[src/rtl/usr_sequencer.sv]
// Command sequencer for the 4-bit universal shift register.
// Accepts one command over valid/ready, then drives one register
// operation per clock (mode / serial fill / parallel load) and pulses
// done when the command has completed.
//
// state   | meaning
// --------+-----------------------------------------------------------
// IDLE    | waiting for a command, mode held at 0, cmd_ready high
// RUN     | one register operation per cycle while rem counts down
// DONE    | one-cycle done pulse, then back to IDLE
module usr_sequencer (
   input  logic       clk,
   input  logic       rst,
   input  logic       cmd_valid,
   output logic       cmd_ready,
   input  logic [2:0] cmd_op,
   input  logic [3:0] cmd_data,
   input  logic [2:0] cmd_count,
   input  logic       cmd_fill,
   input  logic [3:0] reg_q,
   output logic [1:0] mode,
   output logic       shift_L,
   output logic       shift_R,
   output logic [3:0] parallel_in,
   output logic       busy,
   output logic       done
);

   localparam logic [1:0] ST_IDLE = 2'd0;
   localparam logic [1:0] ST_RUN  = 2'd1;
   localparam logic [1:0] ST_DONE = 2'd2;

   localparam logic [2:0] OP_LOAD = 3'd0;
   localparam logic [2:0] OP_SHL  = 3'd1;
   localparam logic [2:0] OP_SHR  = 3'd2;
   localparam logic [2:0] OP_ROL  = 3'd3;
   localparam logic [2:0] OP_ROR  = 3'd4;
   localparam logic [2:0] OP_ASR  = 3'd5;

   localparam logic [1:0] MODE_HOLD  = 2'd0;
   localparam logic [1:0] MODE_LEFT  = 2'd1;
   localparam logic [1:0] MODE_RIGHT = 2'd2;
   localparam logic [1:0] MODE_LOAD  = 2'd3;

   logic [1:0] state;
   logic [2:0] rem;
   logic [2:0] op_q;
   logic       fill_q;
   logic       accept;
   logic [2:0] rem_init;
   logic [1:0] mode_init;

   assign cmd_ready = (state == ST_IDLE) && !rst;
   assign accept    = cmd_valid && cmd_ready;
   assign busy      = (state == ST_RUN) || (state == ST_DONE);
   assign done      = (state == ST_DONE);

   // Step count and register mode implied by the incoming command;
   // reserved ops get zero steps so they complete without touching the register.
   always_comb begin
      rem_init  = 3'd0;
      mode_init = MODE_HOLD;
      case (cmd_op)
         OP_LOAD: begin
            rem_init  = 3'd1;
            mode_init = MODE_LOAD;
         end
         OP_SHL, OP_ROL: begin
            rem_init  = cmd_count;
            mode_init = MODE_LEFT;
         end
         OP_SHR, OP_ROR, OP_ASR: begin
            rem_init  = cmd_count;
            mode_init = MODE_RIGHT;
         end
         default: begin
            rem_init  = 3'd0;
            mode_init = MODE_HOLD;
         end
      endcase
   end

   // Sequencer state, step counter, captured command and registered mode.
   always_ff @(posedge clk) begin
      if (rst) begin
         state       <= ST_IDLE;
         rem         <= 3'd0;
         mode        <= MODE_HOLD;
         op_q        <= OP_LOAD;
         fill_q      <= 1'b0;
         parallel_in <= 4'd0;
      end else begin
         case (state)
            ST_IDLE: begin
               if (accept) begin
                  op_q        <= cmd_op;
                  fill_q      <= cmd_fill;
                  parallel_in <= cmd_data;
                  rem         <= rem_init;
                  if (rem_init != 3'd0) begin
                     state <= ST_RUN;
                     mode  <= mode_init;
                  end else begin
                     state <= ST_DONE;
                     mode  <= MODE_HOLD;
                  end
               end
            end
            ST_RUN: begin
               rem <= rem - 3'd1;
               if (rem <= 3'd1) begin
                  state <= ST_DONE;
                  mode  <= MODE_HOLD;
               end
            end
            ST_DONE: begin
               state <= ST_IDLE;
               mode  <= MODE_HOLD;
            end
            default: begin
               state <= ST_IDLE;
               mode  <= MODE_HOLD;
            end
         endcase
      end
   end

   // Serial insert bits: fill for logical shifts, wrapped bit for rotates,
   // sign bit for ASR; zero for ops that do not shift in a bit.
   always_comb begin
      shift_L = 1'b0;
      shift_R = 1'b0;
      case (op_q)
         OP_SHL:  shift_L = fill_q;
         OP_SHR:  shift_R = fill_q;
         OP_ROL:  shift_L = reg_q[3];
         OP_ROR:  shift_R = reg_q[0];
         OP_ASR:  shift_R = reg_q[3];
         default: begin
            shift_L = 1'b0;
            shift_R = 1'b0;
         end
      endcase
   end

endmodule

[config.mk]
export PLATFORM = sky130hd
export DESIGN_NAME = usr_sequencer
export DESIGN_NICKNAME = d
export VERILOG_FILES = /design/src/rtl/usr_sequencer.sv
export SDC_FILE = /design/constraint.sdc
export NUM_CORES = 1
export LEC_CHECK = 0
export ABC_AREA = 1
export ABC_CLOCK_PERIOD_IN_PS = 3000
export CORE_ASPECT_RATIO = 0.8
export CORE_UTILIZATION = 40
export CTS_BUF_LIST = sky130_fd_sc_hd__clkbuf_8
export CTS_CLUSTER_SIZE = 20
export DETAILED_ROUTE_END_ITERATION = 7
export HOLD_SLACK_MARGIN = 0.08
export PLACE_DENSITY_LB_ADDON = 0.2
export REMOVE_ABC_BUFFERS = 1
export SLEW_MARGIN = 15
export SYNTH_ARGS = -nofsm -noshare
export SYNTH_HDL_FRONTEND = slang
export SYNTH_SLANG_ARGS = --single-unit
[constraint.sdc]
create_clock -name clk -period 3 [get_ports clk]
set_input_delay 0.45 -clock clk [delete_from_list [all_inputs] [get_ports clk]]
set_output_delay 0.45 -clock clk [all_outputs]
set_load 0.02 [all_outputs]
Yosys cells after proc, flatten, opt, wreduce, memory -nomap -nowiden
Index checks and enable logic that the tools add are counted.

word-level totals
  register bits after elaboration = 15
  latch bits = 0
  memory bits (writable) = 0
  memory bits (read-only) = 0
  logic and storage cells = 50
  memories kept = 0

operators by class
  add/subtract/negate cells = 1
  multipliers = 0
  divide/modulo/power cells = 0
  $lt $le $gt $ge = 1
  equal/unequal tests = 14
  shift operators = 0
  mux-type cells = 14
  bitwise gates (word level) = 0
  reductions and logical operators = 14

operators by type and width
  kind                                                             count
  == test 3 x 2 -> 1 bit (second input constant)                   4
  == test 3 bit (second input constant)                            4
  two-way mux 2 bit                                                6
  one-hot mux 3 bit (2 select lines)                               2
  one-hot mux 2 bit (2 select lines)                               2
  == test 3 x 1 -> 1 bit (second input constant)                   2
  one-hot mux 2 bit (3 select lines)                               1
  AND reduction 2 bit                                              3
  OR reduction 5 bit                                               1
  less-or-equal comparator 3 x 1 -> 1 bit (second input constant)  1
  logical NOT 3 bit                                                1
  two-way mux 3 bit                                                1
  one-hot mux 1 bit (3 select lines)                               1
  nonzero test 3 bit                                               1
  OR reduction 3 bit                                               1
  subtractor 3 x 1 -> 3 bit (second input constant)                1
  == test 2 x 1 -> 1 bit (second input constant)                   1
  == test 2 bit (second input constant)                            1
  logical AND 1 bit                                                2
  logical NOT 2 bit                                                1
  != test 2 x 1 -> 1 bit (second input constant)                   1
  != test 2 bit (second input constant)                            1
  one-hot mux 1 bit (2 select lines)                               1
  nonzero test 2 bit                                               1
  3 further kinds                                                  3

Longest topological paths before layout
Gate-level depths: netlist of the first run.

  depth in word-level cells = 7
  mapped depth = 10

Worst setup path before layout of the first run
OpenSTA, ideal clock, no wires.

  path kind = input -> output
  start = input reg_q[3]
  end = output shift_R
  arrival = 1344 ps
  data required time = 2550 ps
  path slack = 1206 ps
  stages = 2
  buffers on the path = 0
  cell sequence = inv_1 -> o311ai_0

on the way
  longest elaborated chain between the ends = 1

ends and longest elaborated chain
  what                                line  source
  start: declaration                  20    input logic [3:0] reg_q,
  one-hot mux 1 bit (3 select lines)  133   case (op_q)
  end: declaration                    23    output logic shift_R,

Every way passes these cells.

Worst setup path after layout of the first run
Ends and elaborated chain as after synthesis.

==> key figures, run 1 <==
STA
  • Crit share post-route: 78.78%
  • Slew HR: 79.67%
  • Slew Limit Fails: 0
  • Setup Total Neg Slack: 0 ns
  • RSZ-0062 raised after global routing: false
  • Final hold viol count: 0
  • Final min period: 2.363 ns
  • Setup ws final: 0.6366 ns
  • Slew of the pin with the lowest slew margin: 0.3031 ns
  • Final Skew: 0.001747 ns
  • Setup Viol. Count Final: 0
  • Maximum clock frequency: 0.4231 GHz
  • Hold slack: 0.4665 ns

Place
  • PortBufs: 26
  • Placer Congestion: 0.7802
  • Pre-CTS setup slack: 0.6359 ns
  • Dpl cells: 160
  • DPL Wire Length: 1385 um

Floorplanning
  • Core area: 0.001892 sq mm
  • Initial core utilization: 43.12%
  • Die width: 52.49 um
  • Rows: 14
  • DIE AREA: 0.002225 sq mm
  • Die Height: 42.39 um
  • # IOs: 29

Finish
  • Ant diodes: 0
  • Final net count: 164
  • Non-filler cells, final: 164
  • Area Growth Syn to Fin: 40.49%
  • Share of cells above drive strength 1: 9.286%

Yosys
  • Synth warn: 0
  • Post-synth top area share: 36.81%
  • Ys flop type: dfxtp_1
  • Mapped cell area: 815.8 sq um
  • Synth Instances: 111
  • Sequential fraction of the synthesis area: 36.81%
  • Count leader, synth: nand2_1
  • Largest area contributor in the netlist: dfxtp_1
  • Post-synth top cells: nand2_1 (28), dfxtp_1 (15), inv_1 (11)
  • Post-synth EDFFs: 0
  • FF+latch count, synth: 15
  • Ys async rst share: 0%
  • Synth top area cells: dfxtp_1 (37%), nand2_1 (13%), ha_1 (7.7%), nand3_1 (5.5%), inv_1 (5.1%)
  • Avg Cell Area, Syn: 7.349 sq um
  • Distinct cells, synth: 25

Pwr
  • P_sw: 0.2075 mW
  • Peak supply drop: 0.0003331 V
  • Leakage power: 0.4749 nW
  • PD cells: 539.8 mW/mm^2
  • Switching Share: 33.54%
  • Internal cell power: 0.4112 mW
  • Reg power frac: 38.5%
  • Combinational fraction of design power: 35.8%
  • Clock Power Share: 25.6%

Clocking
  • CTS sink cnt: 15
  • H-tree depth: 1
  • CTS tree: built
  • CTS root buffer: clkbuf_8
  • Clk_lat worst skew: 0.24 ns
  • CTS clk-pin slew, worst paths: 0.06 ns
  • Post-CTS Resized: 0
  • # hold bufs at CTS: 0
  • Maximum clock path buffer count: 2
  • Setup Fix Bufs, Post-CTS: 0
  • Cts bufs inserted: 3

Critical path
  • Worst Path Max Fanout: 2
  • Critical R2R Capture: mode[0]
  • CP Launch Type: input port
  • Flop2flop setup slack: 1.41 ns
  • Critical path class: in -> out
  • Crit. End Element: primary output
  • Worst reg2reg startpoint: state[0]
  • CP startpoint: reg_q[3]
  • Crit path capture: shift_R
  • CP required: 2.55 ns
  • Worst R2R Path Depth: 9
  • CP arrival: 1.91 ns

Min path
  • HP Class: reg -> reg

Routing
  • Routed WL: 1879 um
  • Vias/cell: 4.957
  • First-pass iteration count of the detailed router: 4
  • Per-cell routed wire length: 11.46 um
  • Initial drt markers: 12
  • Final ANT Viol Nets: 0
  • Routed vias: 813
  • DR DRC count: 0

Global routing
  • Total gr overflow: 0
  • Vias in the first global route: 756
  • GRT Util Overall: 19.30%
  • Initial antenna violation count: 0
  • Largest net degree at the start of global routing: 15
  • First-pass GRT wire length: 3160 um

Run
  • Max Cap Violations: 0

Outcome
  • Status: complete, no violations
per-stage QoR:
step                util, %  cell area [sq um]  power, mW
floorplan                 -              810.8     0.3813
global placement      58.20               1101     0.4591
detailed placement    58.20               1101     0.4630
CTS                   60.58               1146     0.6290
global route          60.58               1146     0.6607
finish                60.58               1146     0.6187
sequential cells by signal (all words and copies together), names as in the netlist:
| register | count |
|---|---|
| mode | 2 |
| rem | 3 |
| parallel_in | 4 |
| op_q | 3 |
| fill_q | 1 |
| state | 2 |
how the worst min path moves through the flow:
| stage | start | end | slack (ns) | cells after the start |
|---|---|---|---|---|
| after CTS | parallel_in[3] | parallel_in[3] | 0.47 | 2 |
| final | parallel_in[1] | parallel_in[1] | 0.47 | 2 |
| after floorplan | fill_q | fill_q | 0.45 | 2 |
| after global routing | parallel_in[0] | parallel_in[0] | 0.49 | 2 |
| after global placement | parallel_in[1] | parallel_in[1] | 0.45 | 2 |
| after detailed placement | mode[0] | mode[0] | 0.46 | 2 |
routing by layer:
metal	routed length [um]	GRT usage, %
met4	9	5.789
met5	0	0
met2	835	29.37
met3	110	7.246
met1	924	25.17
cells by family (layout without fill, tap and decap cells):
| logic type | Yosys count | count (layout) | share of synthesized area (%) |
|---|---|---|---|
| compound gates | 25 | 25 | 20.25 |
| fa+ha+maj | 5 | 5 | 7.669 |
| buf+inv | 17 | 46 | 8.588 |
| flops | 15 | 15 | 36.81 |
| simple gates | 49 | 49 | 26.69 |
area by class of cell:
class / instances / area [sq um]
fillers: 159 / 745.7
multi-input cells: 79 / 445.4
flip-flops and latches: 15 / 300.3
repair buffers: 26 / 260.3
inverters: 16 / 65.06
clock buffers: 3 / 41.29
well taps: 24 / 30.03
clock inverters: 1 / 3.754
power by group through the flow:
stage / registers, mW / logic, mW / clock network [mW]
floorplan: 0.250 / 0.131 / 0
global placement: 0.242 / 0.218 / 0
detailed placement: 0.242 / 0.221 / 0
CTS: 0.238 / 0.223 / 0.168
global route: 0.241 / 0.247 / 0.173
finish: 0.238 / 0.222 / 0.158
cells in the final DEF (no fill, tap or decap), types with 3 or more instances in the layout:
master | netlist | layout
nor2_1 | 5 | 5
clkdlybuf4s50_1 | 0 | 26
inv_2 | 3 | 3
nand3_1 | 9 | 9
ha_1 | 5 | 5
o21ai_0 | 4 | 4
dfxtp_1 | 15 | 15
a21oi_1 | 8 | 8
nand4_1 | 5 | 5
nand2_1 | 28 | 28
clkbuf_8 | 0 | 3
inv_1 | 11 | 12
o21ai_1 | 4 | 4
worst max-delay path: stages:
cell	delay, ns
clkdlybuf4s50_1	0.45
inv_1	0.05
o311ai_0	0.30
clkdlybuf4s50_1	0.66
Note: power is estimated with default switching activity, not from simulation.
==> run 2: changes to the inputs <==
Settings changed: ABC_CLOCK_PERIOD_IN_PS 3000 to 2200.
Clock period 3 ns to 2.2 ns, I/O delays scaled along.
==> key figures, run 2 (synthesized netlist as in run 1, its figures left out) <==
Clocking
  • Cts bufs inserted: 3 (unchanged)
  • Maximum clock path buffer count: 2 (unchanged)
  • Setup Fix Bufs, Post-CTS: 0 (unchanged)
  • Post-CTS Resized: 0 (unchanged)
  • CTS tree: built (unchanged)
  • CTS root buffer: clkbuf_8 (unchanged)
  • H-tree depth: 1 (unchanged)
  • Clk_lat worst skew: 0.24 ns (about the same)
  • CTS sink cnt: 15 (unchanged)
  • # hold bufs at CTS: 0 (unchanged)
  • CTS clk-pin slew, worst paths: 0.06 ns (about the same)

Floorplanning
  • Die Height: 42.39 um (unchanged)
  • DIE AREA: 0.002225 sq mm (unchanged)
  • Core area: 0.001892 sq mm (unchanged)
  • Rows: 14 (unchanged)
  • Initial core utilization: 43.12% (unchanged)
  • # IOs: 29 (unchanged)
  • Die width: 52.49 um (unchanged)

Routing
  • Routed WL: 1966 um (was 1879 um)
  • Per-cell routed wire length: 11.92 um (was 11.46 um)
  • Initial drt markers: 30 (was 12)
  • Final ANT Viol Nets: 0 (unchanged)
  • Vias/cell: 5.085 (was 4.957)
  • DR DRC count: 0 (unchanged)
  • Routed vias: 839 (was 813)
  • First-pass iteration count of the detailed router: 4 (unchanged)

Finish
  • Largest register FFs: 4 (unchanged)
  • Biggest regs: parallel_in x4, op_q x3, rem x3 (unchanged)
  • Ant diodes: 0 (unchanged)
  • Share of cells above drive strength 1: 9.929% (was 9.286%)
  • Reg with most FFs: parallel_in (unchanged)
  • Area Growth Syn to Fin: 41.41% (was 40.49%)
  • Fill cells: 183 (was 159)
  • Final net count: 165 (was 164)
  • Commonest non-fill, non-tap cell in the layout: nand2_1 (unchanged)
  • Commonest cells after routing, fill and taps aside: nand2_1 (28), clkdlybuf4s50_1 (26), dfxtp_1 (15), inv_1 (12), nand3_1 (9) (unchanged)
  • Post-route core utilization: 60.98% (was 60.58%)

Pwr
  • Peak supply drop: 0.0004358 V (was 0.0003331 V)
  • Total Power: 0.8468 mW (was 0.6187 mW)
  • Reg power frac: 38.5% (about the same)
  • Combinational fraction of design power: 36.0% (was 35.8%)
  • Clock Power Share: 25.4% (was 25.6%)
  • Switching Share: 33.69% (was 33.54%)
  • Internal cell power: 0.5615 mW (was 0.4112 mW)
  • Leakage power: 0.4797 nW (was 0.4749 nW)
  • P_sw: 0.2853 mW (was 0.2075 mW)
  • PD cells: 734.1 mW/mm^2 (was 539.8 mW/mm^2)

STA
  • Setup ws final: 0.01417 ns (was 0.6366 ns)
  • RSZ-0062 raised after global routing: false (unchanged)
  • Final hold viol count: 0 (unchanged)
  • Setup Viol. Count Final: 0 (unchanged)
  • Setup Total Neg Slack: 0 ns (unchanged)
  • Maximum clock frequency: 0.4575 GHz
  • Slew of the pin with the lowest slew margin: 0.3469 ns (was 0.3031 ns)
  • Hold slack: 0.4639 ns (was 0.4665 ns)
  • Slew Limit Fails: 0 (unchanged)
  • Final Skew: 0.0004135 ns (was 0.001747 ns)
  • Final min period: 2.186 ns
  • Slew HR: 76.58% (was 79.67%)
  • Crit share post-route: 99.36%

Critical path
  • CP required: 1.87 ns (was 2.55 ns)
  • Critical path class: in -> out (unchanged)
  • Worst Path Max Fanout: 2 (unchanged)
  • Critical R2R Capture: rem[2] (was mode[0])
  • CP Launch Type: input port (unchanged)
  • CP arrival: 1.86 ns (was 1.91 ns)
  • Crit. End Element: primary output (unchanged)
  • Worst R2R Path Depth: 9 (unchanged)
  • Flop2flop setup slack: 0.64 ns (was 1.41 ns)
  • Worst reg2reg startpoint: state[0] (unchanged)

Min path
  • Hold Path End: parallel_in[1] (unchanged)
  • Hold_sp: parallel_in[1] (unchanged)
  • HP Class: reg -> reg (unchanged)
  • WHS Path Cells: 2 (unchanged)

Global routing
  • Met1 Use GR: 26.19% (was 25.17%)
  • Total gr overflow: 0 (unchanged)
  • Vias in the first global route: 809 (was 756)
  • Global routing usage on met2: 31.14% (was 29.37%)
  • Initial antenna violation count: 0 (unchanged)
  • Met3 Resource Use GR: 6.884% (was 7.246%)
  • Largest net degree at the start of global routing: 15 (unchanged)
  • GRT Util Overall: 20.45% (was 19.30%)
  • First-pass GRT wire length: 3298 um (was 3160 um)
  • GR peak layer: met2 (unchanged)

Place
  • Pre-CTS setup slack: 0.04097 ns (was 0.6359 ns)
  • DPL Wire Length: 1468 um (was 1385 um)
  • Placer Congestion: 0.7718 (was 0.7802)
  • PortBufs: 26 (unchanged)

Outcome
  • Status: complete, no violations (unchanged)

Run
  • Max Cap Violations: 0 (unchanged)
## run 2: how the worst max path moves through the flow
| stage | start | end | slack, ns | cells past startpoint |
|---|---|---|---|---|
| floorplan | op_q[2] | shift_R | 0.59 | 2 |
| global placement | reg_q[3] | shift_R | 0.09 | 4 |
| detailed placement | reg_q[3] | shift_R | 0.04 | 4 |
| CTS | reg_q[3] | shift_R | 0.03 | 4 |
| global route | reg_q[3] | shift_R | 0.006 | 4 |
| finish | reg_q[3] | shift_R | 0.01 | 4 |
## run 2: per-layer routing
layer | up-vias | wire, um
met5 | - | 0
met4 | 0 | 28
met3 | 5 | 117
met2 | 22 | 876
met1 | 377 | 942
li1 | 435 | -
## run 2: per-stage QoR
| step | cell area [sq um] | instances |
|---|---|---|
| final | 1154 | 165 |
| after detailed placement | 1109 | 161 |
| after global placement | 1109 | 161 |
| after global routing | 1154 | 165 |
| after floorplan | 810.8 | 110 |
| after CTS | 1154 | 165 |
## run 2: cell type report
class | count | area, sq um | share of cell area, %
clock buffer | 3 | 41.29 | 3.579
multi-input combinational | 79 | 445.4 | 38.61
inverter | 16 | 65.06 | 5.640
clock inverter | 1 | 3.754 | 0.3254
tap | 24 | 30.03 | 2.603
sequential | 15 | 300.3 | 26.03
timing repair buffer | 27 | 267.8 | 23.21
## run 2: critical path, stage by stage
cell and delay, ns:
clkdlybuf4s50_1 0.46, inv_1 0.05, o311ai_0 0.35, clkdlybuf4s50_1 0.67
## run 2: power groups by stage
stage          logic [mW]  registers, mW  clock network (mW)
6_report            0.305          0.326               0.215
5_1_grt             0.338          0.331               0.238
4_1_cts             0.306          0.326               0.228
3_5_place_dp        0.304          0.332                   0
3_3_place_gp        0.298          0.330                   0
2_1_floorplan       0.179          0.341                   0
